<file path="config.mk">
export PLATFORM = sky130hd
export DESIGN_NAME = moesi_dir_ctrl_flat
export DESIGN_NICKNAME = d
export VERILOG_FILES = /design/src/rtl/moesi_dir_ctrl_if.sv /design/src/rtl/moesi_dir_ctrl.sv /design/src/flat_wrapper.sv
export SDC_FILE = /design/constraint.sdc
export NUM_CORES = 1
export LEC_CHECK = 0
export CORE_MARGIN = 3
export CORE_UTILIZATION = 40
export CTS_BUF_LIST = sky130_fd_sc_hd__clkbuf_8
export CTS_CLUSTER_SIZE = 30
export DETAILED_ROUTE_END_ITERATION = 8
export DONT_BUFFER_PORTS = 1
export PLACE_DENSITY = 0.57
export SYNTH_ARGS = -nofsm -noshare
export SYNTH_HDL_FRONTEND = slang
export SYNTH_SLANG_ARGS = --single-unit
export TNS_END_PERCENT = 50
</file>
<file path="constraint.sdc">
create_clock -name clk -period 3.65 [get_ports clk]
set_clock_uncertainty 0.15 [all_clocks]
set_input_delay 0.5475 -clock clk [delete_from_list [all_inputs] [get_ports clk]]
set_output_delay 0.5475 -clock clk [all_outputs]
set_load 0.02 [all_outputs]
</file>
<file path="src/rtl/moesi_dir_ctrl_if.sv">
// Request/response, invalidation and query bundle for the
// MOESI directory controller.
interface moesi_dir_ctrl_if #(
  parameter int NPROC = 4,
  parameter int NBLK  = 8
);
  localparam int PID_W = (NPROC < 2) ? 1 : $clog2(NPROC);
  localparam int BLK_W = $clog2(NBLK);

  logic             req_valid;
  logic             req_ready;
  logic [1:0]       req_op;
  logic [PID_W-1:0] req_proc;
  logic [BLK_W-1:0] req_blk;

  logic             inv_valid;
  logic [PID_W-1:0] inv_proc;

  logic             resp_valid;
  logic [PID_W-1:0] resp_proc;
  logic [BLK_W-1:0] resp_blk;
  logic [2:0]       resp_state;
  logic [1:0]       resp_src;
  logic             resp_wb;
  logic             resp_err;

  logic [PID_W-1:0] q_proc;
  logic [BLK_W-1:0] q_blk;
  logic [2:0]       q_state;

  modport master (
    output req_valid, req_op, req_proc, req_blk,
    output q_proc, q_blk,
    input  req_ready, inv_valid, inv_proc,
    input  resp_valid, resp_proc, resp_blk,
    input  resp_state, resp_src, resp_wb, resp_err,
    input  q_state
  );

  modport slave (
    input  req_valid, req_op, req_proc, req_blk,
    input  q_proc, q_blk,
    output req_ready, inv_valid, inv_proc,
    output resp_valid, resp_proc, resp_blk,
    output resp_state, resp_src, resp_wb, resp_err,
    output q_state
  );
endinterface

</file>
<file path="src/rtl/moesi_dir_ctrl.sv">
// MOESI directory controller: NPROC caches x NBLK blocks,
// one request at a time, invalidations serialised one per cycle.
module moesi_dir_ctrl #(
  parameter int NPROC = 4,
  parameter int NBLK  = 8
) (
  input logic             clk,
  input logic             reset,
  moesi_dir_ctrl_if.slave bus
);
  localparam int PID_W = (NPROC < 2) ? 1 : $clog2(NPROC);
  localparam int BLK_W = $clog2(NBLK);

  typedef enum logic [2:0] {
    C_I = 3'd0,
    C_S = 3'd1,
    C_E = 3'd2,
    C_O = 3'd3,
    C_M = 3'd4
  } cst_t;

  typedef enum logic [1:0] {
    IDLE,
    LOOKUP,
    INVAL,
    RESP
  } fsm_t;

  localparam logic [1:0] OP_RD = 2'b00;
  localparam logic [1:0] OP_WR = 2'b01;
  localparam logic [1:0] OP_EV = 2'b10;

  localparam logic [1:0] SRC_HIT = 2'd0;
  localparam logic [1:0] SRC_MEM = 2'd1;
  localparam logic [1:0] SRC_C2C = 2'd2;
  localparam logic [1:0] SRC_UPG = 2'd3;

  fsm_t fsm_q, fsm_d;

  cst_t st_q [NBLK][NPROC];

  logic [1:0]       op_q;
  logic [PID_W-1:0] proc_q;
  logic [BLK_W-1:0] blk_q;

  cst_t             row_q [NPROC];
  logic [NPROC-1:0] inv_q;
  cst_t             rst_q;
  logic [1:0]       src_q;
  logic             wb_q;
  logic             err_q;

  cst_t             cur_row [NPROC];
  cst_t             cur;
  cst_t             row_d [NPROC];
  logic [NPROC-1:0] inv_d;
  cst_t             rst_d;
  logic [1:0]       src_d;
  logic             wb_d;
  logic             err_d;
  logic             any_o;
  logic             dirty_o;
  logic [PID_W-1:0] pid_i;
  logic [BLK_W-1:0] blk_i;

  logic [PID_W-1:0] victim;
  logic [NPROC-1:0] vic_oh;

  logic             accept;
  logic             q_in;
  logic [PID_W-1:0] q_pi;
  logic [BLK_W-1:0] q_bi;

  assign accept = bus.req_valid && (fsm_q == IDLE);

  assign err_d = (op_q == 2'b11)
              || (int'(proc_q) >= NPROC)
              || (int'(blk_q) >= NBLK);

  // Out-of-range requests still index safely; their result is discarded.
  assign pid_i = err_d ? '0 : proc_q;
  assign blk_i = err_d ? '0 : blk_q;

  always_comb begin
    for (int i = 0; i < NPROC; i++) begin
      cur_row[i] = st_q[blk_i][i];
    end
  end

  assign cur = cur_row[pid_i];

  always_comb begin
    any_o   = 1'b0;
    dirty_o = 1'b0;
    for (int i = 0; i < NPROC; i++) begin
      if (i != int'(pid_i) && cur_row[i] != C_I) begin
        any_o = 1'b1;
        if (cur_row[i] == C_M || cur_row[i] == C_O) begin
          dirty_o = 1'b1;
        end
      end
    end
  end

  always_comb begin
    row_d = cur_row;
    inv_d = '0;
    rst_d = C_I;
    src_d = SRC_HIT;
    wb_d  = 1'b0;
    if (!err_d) begin
      unique case (1'b1)
        (op_q == OP_RD): begin
          if (cur != C_I) begin
            rst_d = cur;
          end else if (!any_o) begin
            rst_d = C_E;
            src_d = SRC_MEM;
          end else begin
            for (int i = 0; i < NPROC; i++) begin
              if (i != int'(pid_i)) begin
                if (cur_row[i] == C_M) row_d[i] = C_O;
                if (cur_row[i] == C_E) row_d[i] = C_S;
              end
            end
            rst_d = C_S;
            src_d = dirty_o ? SRC_C2C : SRC_MEM;
          end
          row_d[pid_i] = rst_d;
        end
        (op_q == OP_WR): begin
          rst_d = C_M;
          if (cur != C_M && cur != C_E) begin
            for (int i = 0; i < NPROC; i++) begin
              if (i != int'(pid_i) && cur_row[i] != C_I) begin
                inv_d[i] = 1'b1;
                row_d[i] = C_I;
              end
            end
            if (cur == C_S || cur == C_O) src_d = SRC_UPG;
            else src_d = dirty_o ? SRC_C2C : SRC_MEM;
          end
          row_d[pid_i] = C_M;
        end
        (op_q == OP_EV): begin
          wb_d = (cur == C_M) || (cur == C_O);
          row_d[pid_i] = C_I;
        end
        default: ;
      endcase
    end
  end

  // Lowest pending index is invalidated first.
  always_comb begin
    victim = '0;
    vic_oh = '0;
    for (int i = NPROC - 1; i >= 0; i--) begin
      if (inv_q[i]) begin
        victim = PID_W'(i);
        vic_oh = '0;
        vic_oh[i] = 1'b1;
      end
    end
  end

  always_comb begin
    fsm_d = fsm_q;
    unique case (fsm_q)
      IDLE:   if (accept) fsm_d = LOOKUP;
      LOOKUP: fsm_d = (inv_d != '0) ? INVAL : RESP;
      INVAL:  if ((inv_q & ~vic_oh) == '0) fsm_d = RESP;
      RESP:   fsm_d = IDLE;
      default: fsm_d = IDLE;
    endcase
  end

  always_ff @(posedge clk) begin
    if (reset) begin
      fsm_q  <= IDLE;
      op_q   <= '0;
      proc_q <= '0;
      blk_q  <= '0;
      inv_q  <= '0;
      rst_q  <= C_I;
      src_q  <= '0;
      wb_q   <= 1'b0;
      err_q  <= 1'b0;
      for (int i = 0; i < NPROC; i++) begin
        row_q[i] <= C_I;
      end
      for (int b = 0; b < NBLK; b++) begin
        for (int p = 0; p < NPROC; p++) begin
          st_q[b][p] <= C_I;
        end
      end
    end else begin
      fsm_q <= fsm_d;
      unique case (fsm_q)
        IDLE: begin
          if (accept) begin
            op_q   <= bus.req_op;
            proc_q <= bus.req_proc;
            blk_q  <= bus.req_blk;
          end
        end
        LOOKUP: begin
          row_q <= row_d;
          inv_q <= inv_d;
          rst_q <= rst_d;
          src_q <= src_d;
          wb_q  <= wb_d;
          err_q <= err_d;
        end
        INVAL: inv_q <= inv_q & ~vic_oh;
        RESP: begin
          if (!err_q) st_q[blk_q] <= row_q;
        end
        default: ;
      endcase
    end
  end

  assign bus.req_ready  = (fsm_q == IDLE);
  assign bus.inv_valid  = (fsm_q == INVAL);
  assign bus.inv_proc   = (fsm_q == INVAL) ? victim : '0;
  assign bus.resp_valid = (fsm_q == RESP);

  always_comb begin
    bus.resp_proc  = '0;
    bus.resp_blk   = '0;
    bus.resp_state = '0;
    bus.resp_src   = '0;
    bus.resp_wb    = 1'b0;
    bus.resp_err   = 1'b0;
    if (fsm_q == RESP) begin
      bus.resp_proc  = proc_q;
      bus.resp_blk   = blk_q;
      bus.resp_state = rst_q;
      bus.resp_src   = src_q;
      bus.resp_wb    = wb_q;
      bus.resp_err   = err_q;
    end
  end

  assign q_in = (int'(bus.q_proc) < NPROC)
             && (int'(bus.q_blk) < NBLK);
  assign q_pi = q_in ? bus.q_proc : '0;
  assign q_bi = q_in ? bus.q_blk : '0;
  assign bus.q_state = q_in ? st_q[q_bi][q_pi] : C_I;

endmodule

</file>
<file path="src/flat_wrapper.sv">
// flat-port wrapper written by rule: the top's interface ports become plain ports
module moesi_dir_ctrl_flat 
#(
  parameter int NPROC = 4,
  parameter int NBLK  = 8
)
  (clk, reset, bus_req_valid, bus_req_op, bus_req_proc, bus_req_blk, bus_q_proc, bus_q_blk, bus_req_ready, bus_inv_valid, bus_inv_proc, bus_resp_valid, bus_resp_proc, bus_resp_blk, bus_resp_state, bus_resp_src, bus_resp_wb, bus_resp_err, bus_q_state);
  moesi_dir_ctrl_if #(.NPROC(NPROC), .NBLK(NBLK)) bus_i ();
  input logic clk;
  input logic reset;
  input wire logic [$bits(bus_i.req_valid)-1:0] bus_req_valid;
  input wire logic [$bits(bus_i.req_op)-1:0] bus_req_op;
  input wire logic [$bits(bus_i.req_proc)-1:0] bus_req_proc;
  input wire logic [$bits(bus_i.req_blk)-1:0] bus_req_blk;
  input wire logic [$bits(bus_i.q_proc)-1:0] bus_q_proc;
  input wire logic [$bits(bus_i.q_blk)-1:0] bus_q_blk;
  output wire logic [$bits(bus_i.req_ready)-1:0] bus_req_ready;
  output wire logic [$bits(bus_i.inv_valid)-1:0] bus_inv_valid;
  output wire logic [$bits(bus_i.inv_proc)-1:0] bus_inv_proc;
  output wire logic [$bits(bus_i.resp_valid)-1:0] bus_resp_valid;
  output wire logic [$bits(bus_i.resp_proc)-1:0] bus_resp_proc;
  output wire logic [$bits(bus_i.resp_blk)-1:0] bus_resp_blk;
  output wire logic [$bits(bus_i.resp_state)-1:0] bus_resp_state;
  output wire logic [$bits(bus_i.resp_src)-1:0] bus_resp_src;
  output wire logic [$bits(bus_i.resp_wb)-1:0] bus_resp_wb;
  output wire logic [$bits(bus_i.resp_err)-1:0] bus_resp_err;
  output wire logic [$bits(bus_i.q_state)-1:0] bus_q_state;
  assign bus_i.req_valid = bus_req_valid;
  assign bus_i.req_op = bus_req_op;
  assign bus_i.req_proc = bus_req_proc;
  assign bus_i.req_blk = bus_req_blk;
  assign bus_i.q_proc = bus_q_proc;
  assign bus_i.q_blk = bus_q_blk;
  assign bus_req_ready = bus_i.req_ready;
  assign bus_inv_valid = bus_i.inv_valid;
  assign bus_inv_proc = bus_i.inv_proc;
  assign bus_resp_valid = bus_i.resp_valid;
  assign bus_resp_proc = bus_i.resp_proc;
  assign bus_resp_blk = bus_i.resp_blk;
  assign bus_resp_state = bus_i.resp_state;
  assign bus_resp_src = bus_i.resp_src;
  assign bus_resp_wb = bus_i.resp_wb;
  assign bus_resp_err = bus_i.resp_err;
  assign bus_q_state = bus_i.q_state;
  moesi_dir_ctrl #(.NPROC(NPROC), .NBLK(NBLK)) u_core (.clk(clk), .reset(reset), .bus(bus_i));
endmodule
</file>
==> impl_metrics.csv <==
group,metric,value,unit
sta,setup_viol,0,
route,vias_per_cell,6.20,
logic_synthesis,syn_inst,698,
clock_network,cts_tree,"done",
logic_synthesis,yosysSeqAreaShare,45.8,%
clock_network,cts_buffer_depth,2,
finish,instances_no_fill,993,
route,drc,0,
clock_network,htreeDepth,4,
pwr,p_leak,3.01,nW
sta,fin_tns_setup,0,ns
grt,antenna_found_initial,2,
logic_synthesis,yosysWarnings,0,
min_path,min_path_type,"in2reg",
worst_setup_path,cpPeakStageDelay,0.44,ns
run_status,status,"completed",
grt,grtUsageTotal,24.3,%
logic_synthesis,yosysUniqueCellTypes,80,
worst_setup_path,critPathRequiredTime,3.80,ns
logic_synthesis,synth_area_leaders,"edfxtp_1 (37%), mux4_2 (11%), dfxtp_1 (8.3%)",
clock_network,numCtsBuffers,17,
sta,finalCriticalPeriod,3.48,ns
clock_network,cts_setup_buffers,0,
floorplan,pin_count,35,
sta,hold_viol_final,0,
floorplan,die_y,145,um
route,wl_per_cell,24.9,um
sta,relSlewSlack,45.2,%
clock_network,root_buffer,"clkbuf_8",
clock_network,clock_latency,0.46,ns
pwr,vdd_drop_max,0.248,mV
finish,nets,739,
logic_synthesis,syn_area_per_cell,11.0,um^2
placed_design,globalplace.congestion,0.991,
worst_setup_path,end_kind,"flip-flop",
placed_design,dpl.hpwl,18000,um
worst_setup_path,critPathMaxFanout,26,
clock_network,clk_pin_slew_worst_paths,0.07,ns
sta,rsz0062_at_grt,"no",
grt,grt_max_degree,27,
route,drtPass1Iterations,5,
job,cap_viol_max_count,0,
finish,drive_above_1_share,19.8,%
route,via_count,6157,
finish,layout_commonest_cell,"and2_1",
grt,grt_pass1_wl,37700,um
grt,grt_pass1_vias,6175,
finish,n_fill_cell,1761,
floorplan,coreArea,0.0188,mm^2
logic_synthesis,ys_ff_latch,128,
finish,area_growth,12.2,%
logic_synthesis,synth_edf_count,96,
finish,most-common-layout-cells,"and2_1 (100), edfxtp_1 (96), buf_4 (46), nand2_1 (40), mux4_2 (37)",
sta,finalMaxSlewViolations,0,
worst_setup_path,worstSetupPathType,"reg2reg",
sta,max_freq,0.288,GHz
logic_synthesis,netlist_area,0.00769,mm^2
logic_synthesis,synth_flop_cell,"edfxtp_1",
logic_synthesis,synth-async-reset-ratio,0,%
placed_design,place_inst,957,
floorplan,dieArea,0.0209,mm^2
route,first_iter_violations,715,
worst_setup_path,worstPathCellList,"buf_12 > a2bb2oi_2 > o32ai_1 > o31a_1 > a221o_1 > a211o_1 > a41o_1 > and3_1 > a2111oi_0 > a211oi_1",
worst_setup_path,start_kind,"flip-flop",
grt,grt_overflow,0,
pwr,powerDensity,544,mW/mm^2
logic_synthesis,synth.net_count,717,
logic_synthesis,yosysTopAreaCell,"edfxtp_1",
clock_network,cts.sinks,128,
floorplan,die_width,145,um
worst_setup_path,crit_slowest_cell,"dfxtp_2",
sta,post-route-period-util,95.3,%
route,ant_nets,0,
logic_synthesis,synth_top_area_share,37.5,%
floorplan,start_util,40.9,%
worst_setup_path,worstPathArrival,3.63,ns
worst_setup_path,r2r_setup_slack,0.17,ns
sta,tightest_slew,0.820,ns
route,wl,24700,um
floorplan,rows,50,
placed_design,portBuffers,0,
[power breakdown]
part	leakage (nW)	switching (mW)	internal (mW)	total [mW]
Sequential	1.25	0.168	1.67	1.84
Clock	0.201	0.592	0.658	1.25
Combinational	1.56	0.989	0.623	1.61
Total	3.01	1.75	2.95	4.70
[routing by layer]
layer	track usage, %	wire length, um	up-vias
met1	33.3	10800	3097
met4	9.38	673	0
met5	0	0	-
met2	38.2	11600	269
li1	-	-	2746
met3	5.03	1680	45
[Yosys cell counts, drive strengths merged, types with 4 or more instances]
cell type	count
nor2b	4
o32ai	8
dfxtp	32
a2bb2oi	6
nor3	26
o31ai	5
mux2i	13
inv	8
a21o	5
nand2b	8
a31oi	7
a211o	5
o21ai	28
o311ai	4
ha	4
o211ai	6
buf	24
a221oi	4
a22oi	4
or2	4
mux2	11
nand2	40
nand3	18
clkbuf	25
and2	101
edfxtp	96
a21oi	33
nor2	34
mux4	37
a21bo	4
o22ai	10
o2111ai	4
nor4	9
a211oi	13
and3	5
[area by class of cell]
class	count	area (um^2)	share of cell area, %
diodes	1	2.50	0.0290
clock buffers	17	234	2.71
multi-input cells	510	3930	45.5
flip-flops and latches	128	3530	40.8
repair buffers	52	425	4.93
inverters	11	41.3	0.478
clock inverters	14	153	1.77
well taps	260	325	3.77
[cells by family after synthesis]
| family | Yosys count | share of synthesized area (%) |
|---|---|---|
| mux | 61 | 14.1 |
| buf+inv | 60 | 3.53 |
| fa+ha+maj | 5 | 0.781 |
| xor+xnor | 3 | 0.342 |
| simple gates | 266 | 19.0 |
| flops | 128 | 45.8 |
| compound gates | 175 | 16.4 |
[critical path: cells and delay by family, from the launching register on]
| family | cells | cell delay (ns) |
|---|---|---|
| flops | 1 | 0.44 |
| compound gates | 8 | 2.31 |
| simple gates | 1 | 0.19 |
| buf+inv | 1 | 0.22 |
[stage by stage]
stage	setup slack, ns	total power [mW]	hold WS, ns	utilization [%]	area (um^2)
4_1_cts	0.147	4.66	0.00388	45.7	8600
3_5_place_dp	0.219	3.42	0.304	43.4	8180
3_3_place_gp	0.216	3.41	0.291	43.4	8180
2_1_floorplan	0.234	2.86	0.286	-	7690
6_report	0.172	4.70	0.0262	45.9	8640
5_1_grt	0.00961	4.91	0.00982	45.9	8640
[repair_timing]
action                                  4_1_cts  5_1_grt
endpoints found under the hold margin        16        0
gates resized for setup                       0        6
hold buffers                                  4        0
endpoints found under the setup margin        0        2
[sequential cells by signal, summed over array words and instances, names as in the netlist]
name           count
u_core.rst_q       3
u_core.proc_q      2
u_core.blk_q       3
u_core.wb_q        1
u_core.err_q       1
u_core.row_q      12
u_core.op_q        2
u_core.inv_q       4
u_core.src_q       2
u_core.st_q       96
u_core.fsm_q       2
[path summary, 6_finish.rpt]
| path | endpoint | cells after the start | startpoint |
|---|---|---|---|
| hold reg to reg | u_core.wb_q$_SDFFE_PP0P_ | 2 | u_core.wb_q$_SDFFE_PP0P_ |
| hold / removal | u_core.row_q[5]$_SDFFE_PP0P_ | 1 | reset |
| setup / recovery | u_core.row_q[7]$_SDFFE_PP0P_ | 10 | u_core.blk_q[0]$_SDFFE_PP0P_ |
| setup reg to reg | u_core.row_q[7]$_SDFFE_PP0P_ | 10 | u_core.blk_q[0]$_SDFFE_PP0P_ |
No activity file was read; power rests on OpenSTA's default activity.
